File: src/rtl/bus_responder_mem_pkg.sv
// Shared encodings for the bus responder: FSM states, RW codes and default depth.
package bus_responder_mem_pkg;

  typedef enum logic [1:0] {
    IDLE      = 2'd0,
    RESP_LECT = 2'd1,
    RESP_ERR  = 2'd2
  } estado_t;

  localparam logic LECTURA   = 1'b0;
  localparam logic ESCRITURA = 1'b1;

  localparam int PROF_DEF = 16;

endpackage

File: src/rtl/bus_responder_mem_if.sv
// Bus between master and responder: request strobe, address, data and RW in; read data, flags and write count out.
// One request per cycle, no backpressure; responses are single-cycle pulses.
interface bus_responder_mem_if;

  logic       i_valido;
  logic [7:0] i_direccion_datos;
  logic [7:0] i_entrada_datos;
  logic       RW;
  logic [7:0] o_dato_leido;
  logic       o_dato_valido;
  logic       o_fuera_rango;
  logic [7:0] o_escrituras;

  modport master (
    output i_valido, i_direccion_datos, i_entrada_datos, RW,
    input  o_dato_leido, o_dato_valido, o_fuera_rango, o_escrituras
  );

  modport slave (
    input  i_valido, i_direccion_datos, i_entrada_datos, RW,
    output o_dato_leido, o_dato_valido, o_fuera_rango, o_escrituras
  );

endinterface

File: src/rtl/bus_responder_mem_contador_sat.sv
// 8-bit counter with enable that sticks at 0xFF; updates on the enabling edge.
// No backpressure: counts every enabled cycle until saturated.
module contador_sat (
  input  logic       clk,
  input  logic       rst,
  input  logic       i_en,
  output logic [7:0] o_cuenta
);

  logic [7:0] r_cuenta;

  always_ff @(posedge clk or negedge rst) begin
    if (!rst) begin
      r_cuenta <= 8'h00;
    end else if (i_en && (r_cuenta != 8'hFF)) begin
      r_cuenta <= r_cuenta + 8'd1;
    end
  end

  assign o_cuenta = r_cuenta;

endmodule

File: src/rtl/bus_responder_mem.sv
// Register-file bus responder: writes commit at the sampling edge, reads answer 1 cycle later.
// No backpressure: a request may be sampled every cycle; out-of-range accesses flag o_fuera_rango.
module bus_responder_mem
  import bus_responder_mem_pkg::*;
#(
  parameter int PROF = PROF_DEF
) (
  input  logic                clk,
  input  logic                rst,
  bus_responder_mem_if.slave  bus
);

  localparam int         AW     = (PROF > 1) ? $clog2(PROF) : 1;
  localparam logic [8:0] PROF_L = 9'(PROF);

  logic [7:0]    r_mem [PROF];
  estado_t       r_estado;
  logic [7:0]    r_dato_leido;
  logic          r_dato_valido;
  logic          r_fuera_rango;

  logic          w_en_rango;
  logic          w_escr;
  logic [AW-1:0] w_idx;

  assign w_en_rango = ({1'b0, bus.i_direccion_datos} < PROF_L);
  assign w_idx      = bus.i_direccion_datos[AW-1:0];
  // i_valido gates RW first so an undriven RW on idle cycles cannot leak in
  assign w_escr     = bus.i_valido && (bus.RW == ESCRITURA) && w_en_rango;

  always_ff @(posedge clk or negedge rst) begin
    if (!rst) begin
      for (int i = 0; i < PROF; i++) begin
        r_mem[i] <= 8'h00;
      end
    end else if (w_escr) begin
      r_mem[w_idx] <= bus.i_entrada_datos;
    end
  end

  always_ff @(posedge clk or negedge rst) begin
    if (!rst) begin
      r_estado      <= IDLE;
      r_dato_leido  <= 8'h00;
      r_dato_valido <= 1'b0;
      r_fuera_rango <= 1'b0;
    end else begin
      case (r_estado)
        RESP_LECT, RESP_ERR: begin
          r_dato_valido <= 1'b0;
          r_fuera_rango <= 1'b0;
        end
        default: ;
      endcase
      r_estado <= IDLE;
      if (bus.i_valido) begin
        if (!w_en_rango) begin
          r_estado      <= RESP_ERR;
          r_fuera_rango <= 1'b1;
          if (bus.RW == LECTURA) begin
            r_dato_leido  <= 8'h00;
            r_dato_valido <= 1'b1;
          end
        end else if (bus.RW == LECTURA) begin
          r_estado      <= RESP_LECT;
          r_dato_leido  <= r_mem[w_idx];
          r_dato_valido <= 1'b1;
        end
      end
    end
  end

  contador_sat u_contador (
    .clk      (clk),
    .rst      (rst),
    .i_en     (w_escr),
    .o_cuenta (bus.o_escrituras)
  );

  assign bus.o_dato_leido  = r_dato_leido;
  assign bus.o_dato_valido = r_dato_valido;
  assign bus.o_fuera_rango = r_fuera_rango;

endmodule

File: src/flat_wrapper.sv
// flat-port wrapper written by rule: the top's interface ports become plain ports
module bus_responder_mem_flat import bus_responder_mem_pkg::*;
#(
  parameter int PROF = PROF_DEF
)
  (clk, rst, bus_i_valido, bus_i_direccion_datos, bus_i_entrada_datos, bus_RW, bus_o_dato_leido, bus_o_dato_valido, bus_o_fuera_rango, bus_o_escrituras);
  bus_responder_mem_if bus_i ();
  input  logic clk;
  input  logic rst;
  input wire logic [$bits(bus_i.i_valido)-1:0] bus_i_valido;
  input wire logic [$bits(bus_i.i_direccion_datos)-1:0] bus_i_direccion_datos;
  input wire logic [$bits(bus_i.i_entrada_datos)-1:0] bus_i_entrada_datos;
  input wire logic [$bits(bus_i.RW)-1:0] bus_RW;
  output wire logic [$bits(bus_i.o_dato_leido)-1:0] bus_o_dato_leido;
  output wire logic [$bits(bus_i.o_dato_valido)-1:0] bus_o_dato_valido;
  output wire logic [$bits(bus_i.o_fuera_rango)-1:0] bus_o_fuera_rango;
  output wire logic [$bits(bus_i.o_escrituras)-1:0] bus_o_escrituras;
  assign bus_i.i_valido = bus_i_valido;
  assign bus_i.i_direccion_datos = bus_i_direccion_datos;
  assign bus_i.i_entrada_datos = bus_i_entrada_datos;
  assign bus_i.RW = bus_RW;
  assign bus_o_dato_leido = bus_i.o_dato_leido;
  assign bus_o_dato_valido = bus_i.o_dato_valido;
  assign bus_o_fuera_rango = bus_i.o_fuera_rango;
  assign bus_o_escrituras = bus_i.o_escrituras;
  bus_responder_mem #(.PROF(PROF)) u_core (.clk(clk), .rst(rst), .bus(bus_i));
endmodule
File: config.mk
export PLATFORM = sky130hd
export DESIGN_NAME = bus_responder_mem_flat
export DESIGN_NICKNAME = d
export VERILOG_FILES = /design/src/rtl/bus_responder_mem_pkg.sv /design/src/rtl/bus_responder_mem_if.sv /design/src/rtl/bus_responder_mem_contador_sat.sv /design/src/rtl/bus_responder_mem.sv /design/src/flat_wrapper.sv
export SDC_FILE = /design/constraint.sdc
export NUM_CORES = 1
export LEC_CHECK = 0
export CAP_MARGIN = 20
export CORE_ASPECT_RATIO = 0.75
export CORE_MARGIN = 2
export CORE_UTILIZATION = 32
export CTS_CLUSTER_DIAMETER = 60
export DETAILED_ROUTE_END_ITERATION = 10
export SYNTH_ARGS = -nofsm -noshare
export SYNTH_HDL_FRONTEND = slang
export SYNTH_HIERARCHICAL = 1
export SYNTH_SLANG_ARGS = --single-unit
File: constraint.sdc
create_clock -name clk -period 3 [get_ports clk]
set_input_delay 0.45 -clock clk [delete_from_list [all_inputs] [get_ports clk]]
set_output_delay 0.45 -clock clk [all_outputs]
set_load 0.005 [all_outputs]
==> results by group, run 1 <==
CTS
  • Hold buffers post-CTS: 0
  • Post-CTS setup buffers: 0
  • Htree depth: 4
  • Clock Path Buffers: 2
  • Num CTS Buffers: 17
  • Clk_lat worst skew: 420 ps
  • Post-cts gate resize count: 0
  • Reg clk slew, reported paths: about 60 ps
  • Clock sink count: between 100 and 150
  • CTS tree: yes
  • Root Driver: clkbuf_16

Yosys
  • Top cells by area, synth: dfrtp_1 (55%), mux2_2 (21%), mux4_2 (11%), mux2i_1 (3.6%), a22o_1 (1.0%)
  • Main synth FF type: dfrtp_1
  • Syn Inst Count: between 400 and 500
  • Adder-Cell Fraction of Synth Area: 0.001850
  • Yosys top cell by area: dfrtp_1
  • Yosys warns: 6
  • Yosys reg bits: between 100 and 150
  • Synthesized cell area: about 6800 µm²
  • Complex-gate fraction of the synthesized area: 0.02424
  • Synthesized Nets: between 400 and 500
  • Mean Syn Cell Area: ~16 µm²
  • Top-area cell type share of the netlist area: 0.5477
  • Main combinational cell family by area after synthesis: multiplexers
  • Synth cell types: 40
  • Post-synthesis sequential area ratio: 0.5477
  • Async SR Flop Fraction: 1.000
  • Post-Synth Simple-Gate Area: 0.04774
  • Post-synth top cells: dfrtp_1 (148), mux2_2 (127), mux4_2 (32)
  • Post-synth EDFFs: 0
  • Mux cell area share after synthesis: 0.3592
  • Xor and xnor fraction of the mapped netlist area: 0.003886
  • Top-count cell post-synth: dfrtp_1

Floorplanning
  • Die Wd: 171.8 µm
  • Initial Utilization: 0.3227
  • Die area: 22320 µm²
  • IO Count: 38
  • Die H: between 100 and 150 µm
  • FP Rows: between 40 and 50
  • Core footprint: about 21000 µm²

Worst setup path
  • R2r startpoint: u_core/u_contador/o_cuenta[0]
  • CP max-delay cell: nor2_2
  • FF-to-FF setup slack: 1440 ps
  • Critical path depth: 5
  • Cell depth of the worst flop-to-flop path: 4
  • Crit. End Element: flip-flop
  • CP delay by family, top: simple AND/OR/NAND/NOR gates
  • Crit path kind: in2reg
  • Startpoint types: input port
  • Critical Path RT: between 3000 and 4000 ps
  • WP data arrival: approximately 2600 ps
  • Reg2reg end: u_core/u_contador/o_cuenta[1]
  • Bufs and invs on worst path: 1
  • Slowest stage delay, CP: 510 ps
  • Cells along the critical path: clkdlybuf4s50_1 -> nor4_4 -> nand4_1 -> nor2_2 -> mux2_2
  • Crit-path max FO: 8

Timing
  • Fin Clk Skew: approximately 6.6 ps
  • Worst-Margin Slew: about 1000 ps
  • RSZ-0062 raised after global routing: no
  • Period utilisation layout: 0.7703
  • Final Critical Period: 2311 ps
  • Slew Limit Fails: 0
  • Hold Fails Final Rpt: 0
  • Fmax: 0.4328 GHz
  • Count of final setup violators: 0
  • Relative slew slack: 0.3391
  • Setup TNS: 0 ps
  • Hold slack: 30.14 ps

Detailed routing
  • Post-Route WL: around 15 mm
  • DRT iter0 DRCs: ~200
  • Vias: roughly 3900
  • # DRC: 0
  • Via-to-Cell Ratio: 4.969
  • Pre-antenna DRT Iters: 4
  • DR WL/cell: 19.49 µm
  • Post-DRT Antenna Nets: 0

Placed design
  • Routability Congestion: 0.7342
  • Port-buffer cells: 37
  • Cells after DPL: 755
  • Detailed placement HPWL: 10.15 mm

GRT
  • Vias in the first global route: between 4000 and 5000
  • GRT overflow: 0
  • Antenna violations before repair: 0
  • GRT Total Usage: 0.1478
  • First-pass GRT wire length: between 20 and 25 mm
  • Largest net degree at the start of global routing: 74

Power and ir drop
  • Tot Pwr: 0.004546 W
  • P per Cell Area: about 550 nW/µm²
  • Worst vdd rail ir drop: approximately 0.00044 V
  • Leakage power: approximately 3.8 nW

Run status
  • Run status: complete, no violations

Cells and area
  • Area growth, synth to finish: 21.63%
  • # diodes: 0
  • Post-route insts no fill: slightly below 800
  • Final nets: 507
  • Layout cells sized above 1: 0.4880

Run
  • Max_cap viols: 0

Min path
  • Hold crit path type: in2async
## power by group
group | internal [W] | leakage [nW] | switching (W)
Sequential | 0.00206 | 2.05 | 0.0000383
Clock | 0.00125 | 0.281 | 0.000888
Combinational | 0.000152 | 1.48 | 0.000163
## sequential cells by signal, summed over array words and instances, names as in the netlist
name,flops
u_core/r_mem,128
u_core/u_contador/o_cuenta,8
u_core/bus.o_dato_leido,8
u_core/bus.o_fuera_rango,1
u_core/bus.o_dato_valido,1
u_core/r_estado,2
## area by class of cell
cell class                 count  area, µm²
inverter                       2      7.507
fill                        1991      12730
clock buffer                  17      425.4
clock inverter                14      166.4
timing repair buffer          64      606.8
sequential                   148       3704
multi-input combinational    253       2954
tap                          288      360.3
## per-stage QoR
| step | worst slack (ps) | area (µm²) | util |
|---|---|---|---|
| 2_1_floorplan | 967.1 | 6761 | - |
| 5_1_grt | 571.7 | 8224 | 0.3926 |
| 3_5_place_dp | 260.9 | 7632 | 0.3643 |
| 4_1_cts | 699.2 | 8224 | 0.3926 |
| 6_report | 689.2 | 8224 | 0.3926 |
| 3_3_place_gp | 351.5 | 7632 | 0.3643 |
## cell usage in the layout (no fill, tap or decap), types with 2 or more instances in the layout
cell and count:
a41oi_1 2, nor4_4 2, buf_4 24, nor3_2 5, bufinv_16 2, mux4_2 32
mux2i_1 24, nand2b_1 3, clkinv_4 2, nand3_1 2, inv_8 2, a22o_1 8
nand3_2 2, nand2_1 5, nand4_1 4, a21oi_1 2, nor2_1 3, mux2_1 2
xnor2_1 2, nor2b_1 2, inv_1 2, dfrtp_1 148, nor2_2 9, a31oi_1 2
clkinvlp_4 3, inv_6 5, mux2_2 127, buf_12 3, clkbuf_16 17, clkdlybuf4s50_1 35
## worst reg2reg max path: stages (launching register included)
cell and delay [ps]:
dfrtp_1 410, ha_1 240, nand4_1 230, o21ai_2 220
mux2_1 340
## how the worst max path moves through the flow
| stage | startpoint | to | slack [ps] |
|---|---|---|---|
| 3_5_place_dp | bus_i_direccion_datos[5] | u_core/r_mem[118] | 260 |
| 6_report | bus_i_direccion_datos[5] | u_core/r_mem[117] | 690 |
| 4_1_cts | bus_i_direccion_datos[5] | u_core/r_mem[118] | 700 |
| 2_1_floorplan | bus_i_direccion_datos[2] | u_core/r_mem[120] | 970 |
| 5_1_grt | bus_i_direccion_datos[5] | u_core/r_mem[86] | 570 |
| 3_3_place_gp | bus_i_direccion_datos[5] | u_core/r_mem[115] | 350 |
## metal layers
| metal | vias to the layer above | wire [µm] | track usage | part of all wire |
|---|---|---|---|---|
| met2 | 77 | 6847 | 0.2197 | 0.45 |
| met4 | 0 | 75 | 0.03707 | 0.0049 |
| met3 | 6 | 631 | 0.03033 | 0.041 |
| li1 | 1727 | - | - | - |
| met5 | - | 0 | 0 | 0 |
| met1 | 2096 | 7767 | 0.2212 | 0.51 |
## cell families (layout without fill, tap and decap cells)
logic type	after synthesis	count (layout)
adders and majority gates	1	1
muxes	186	186
xor gates and xnor gates	3	3
and+or+nand+nor	43	43
DFF	148	148
buffers and inverters	25	97
AOI/OAI and AO/OA	20	20
No activity file was read; power rests on OpenSTA's default activity.
==> run 2: changes to the inputs <==
clock period = 2.37 ns   (was 3 ns; I/O delays follow)
==> run 2 against run 1 <==
  * Flip-flop and latch count stayed put
  * Die area stayed put
  * Via count rose by 1.2%
  * Register-to-register slack got worse by 660 ps
  * Wire length grew 1.6%
  * Highest routed layer unchanged
==> results by group, run 2 (synthesized netlist as in run 1, its figures left out) <==
GRT
  • Largest net degree at the start of global routing: 64 (-14%)
  • First-pass GRT wire length: 25.03 mm (+2.4%)
  • Vias in the first global route: 4270 (+4.9%)
  • GRT overflow: 0 (unchanged)
  • Antenna violations before repair: 0 (unchanged)
  • GRT Total Usage: 0.1524 (+0.004687)

Placed design
  • Routability Congestion: 0.7784 (+6.0%)
  • Detailed placement HPWL: 10.39 mm (+2.3%)
  • Port-buffer cells: 37 (unchanged)
  • Pre-CTS WS: -70.46 ps (-331.4 ps)

Worst setup path
  • WP data arrival: 2310 ps (-290 ps)
  • Critical Path RT: 2680 ps (-610 ps)
  • CP max-delay cell: clkdlybuf4s50_1
  • Most common cell on crit path: nor4_4
  • Slowest stage delay, CP: 450 ps (-60 ps)
  • Crit path kind: in2reg
  • Cells along the critical path: clkdlybuf4s50_1 -> nor4_4 -> nand3_2 -> nor4_4 -> buf_4 -> mux2_2
  • Startpoint types: input port
  • Crit. End Element: flip-flop
  • Crit-path max FO: 8 (unchanged)

CTS
  • Htree depth: 4 (unchanged)
  • CTS tree: yes
  • Root Driver: clkbuf_16
  • Post-cts gate resize count: 0 (unchanged)
  • Clk_lat worst skew: 430 ps (about the same)
  • Hold buffers post-CTS: 1 (+1)
  • Reg clk slew, reported paths: 60 ps (about the same)
  • Num CTS Buffers: 17 (unchanged)
  • Clock Path Buffers: 2 (unchanged)
  • Post-CTS setup buffers: 0 (unchanged)
  • Clock sink count: 148 (unchanged)

Floorplanning
  • Core footprint: 20950 µm² (unchanged)
  • Die area: 22320 µm² (unchanged)
  • FP Rows: 46 (unchanged)
  • Die Wd: 171.8 µm (unchanged)
  • Initial Utilization: 0.3227 (unchanged)
  • Die H: 129.9 µm (unchanged)
  • IO Count: 38 (unchanged)

Power and ir drop
  • P per Cell Area: 690.9 nW/µm² (+25%)
  • Worst vdd rail ir drop: 0.0003917 V (-12%)
  • Tot Pwr: 0.005832 W (+28%)
  • Leakage power: 3.905 nW (+2.7%)

Cells and area
  • Commonest non-fill, non-tap cell in the layout: dfrtp_1
  • # diodes: 0 (unchanged)
  • Area growth, synth to finish: 24.85%
  • Final nets: 519 (+2.4%)
  • Most frequent cells in the layout: dfrtp_1 (148), mux2_2 (127), clkdlybuf4s50_1 (35)
  • Layout cells sized above 1: 0.4971 (+0.009113)
  • Core Util, Final: 0.4030 (+0.01039)
  • Max FFs per register: 128 (unchanged)
  • Biggest register: u_core/r_mem

Run status
  • Run status: complete, no violations

Min path
  • Hold crit path type: reg2reg

Detailed routing
  • Post-Route WL: 15.56 mm (+1.6%)
  • # DRC: 0 (unchanged)
  • Post-DRT Antenna Nets: 0 (unchanged)
  • DR WL/cell: 19.48 µm (about the same)
  • DRT iter0 DRCs: 164 (-17%)
  • Pre-antenna DRT Iters: 4 (unchanged)
  • Vias: 3954 (+1.2%)
  • Via-to-Cell Ratio: 4.949 (-0.42%)

Timing
  • Fmax: ~0.5 GHz
  • Slew Limit Fails: 0 (unchanged)
  • Period utilisation layout: 0.8435
  • Count of final setup violators: 0 (unchanged)
  • Relative slew slack: 0.5767 (+0.2376)
  • RSZ-0062 raised after global routing: no
  • Worst-Margin Slew: 632.9 ps (-354.7 ps)
  • Hold Fails Final Rpt: 0 (unchanged)
  • Hold slack: 481.8 ps (+451.6 ps)
  • Fin Clk Skew: 13.23 ps (+6.664 ps)
  • Worst setup margin: 370.9 ps (-318.3 ps)
  • Final Critical Period: 1999 ps

Run
  • Max_cap viols: 0 (unchanged)
==> run 2: cell types whose count changed in the layout (fill, tap and decap cells not counted), moves of 2 or more <==
cell      before  now
buf_4         24   26
clkbuf_8       0    4
clkinv_2       0    2
inv_8          2    0
inv_6          5    3
buf_12         3   12
==> run 2: critical path, delay by kind of cell <==
family / cells / cell delay [ps]
and+or+nand+nor: 3 / 940
muxes: 1 / 340
buffers and inverters: 2 / 660
==> run 2: cell type report <==
type,instances,area [µm²]
Fill cell,1920,12510
Clock inverter,10,120.1
Inverter,2,7.507
Multi-Input combinational cell,253,2954
Sequential cell,148,3704
Timing Repair Buffer,76,812.0
Tap cell,288,360.3
Clock buffer,22,484.2
==> run 2: worst paths after layout <==
kind                                          start  cells past startpoint  slack [ps]                    endpoint
setup / recovery           bus_i_direccion_datos[5]                      6         370            u_core/r_mem[31]
hold / removal             u_core/bus.o_fuera_rango                      1         480    u_core/bus.o_fuera_rango
setup reg to reg                   u_core/r_mem[55]                      4         780  u_core/bus.o_dato_leido[7]
hold reg to reg            u_core/bus.o_fuera_rango                      1         480    u_core/bus.o_fuera_rango
max in group asynchronous                       rst                      3        1210            u_core/r_mem[14]
min in group asynchronous                       rst                      2         500    u_core/bus.o_dato_valido
==> run 2: power breakdown <==
part | total (W) | switching, W | internal (W) | leakage (nW)
combinational | 0.000410 | 0.000208 | 0.000202 | 1.56
sequential | 0.00266 | 0.0000523 | 0.00260 | 2.05
clock | 0.00277 | 0.00110 | 0.00167 | 0.294
==> run 2: per-stage QoR <==
stage / setup TNS, ps / instances / cell area, µm²
final: 0 / 799 / 8442
after global routing: 0 / 799 / 8442
after CTS: 0 / 799 / 8442
after detailed placement: -1700 / 766 / 7828
after global placement: -256.9 / 766 / 7828
after floorplan: 0 / 426 / 6761
==> run 2: per-layer routing <==
metal  track usage  share of wire  up-vias
li1              -              -     1754
met1        0.2203           0.49     2094
met2        0.2258           0.44       94
met3       0.03731          0.053       12
met4       0.05042         0.0096        0
met5             0              0        -
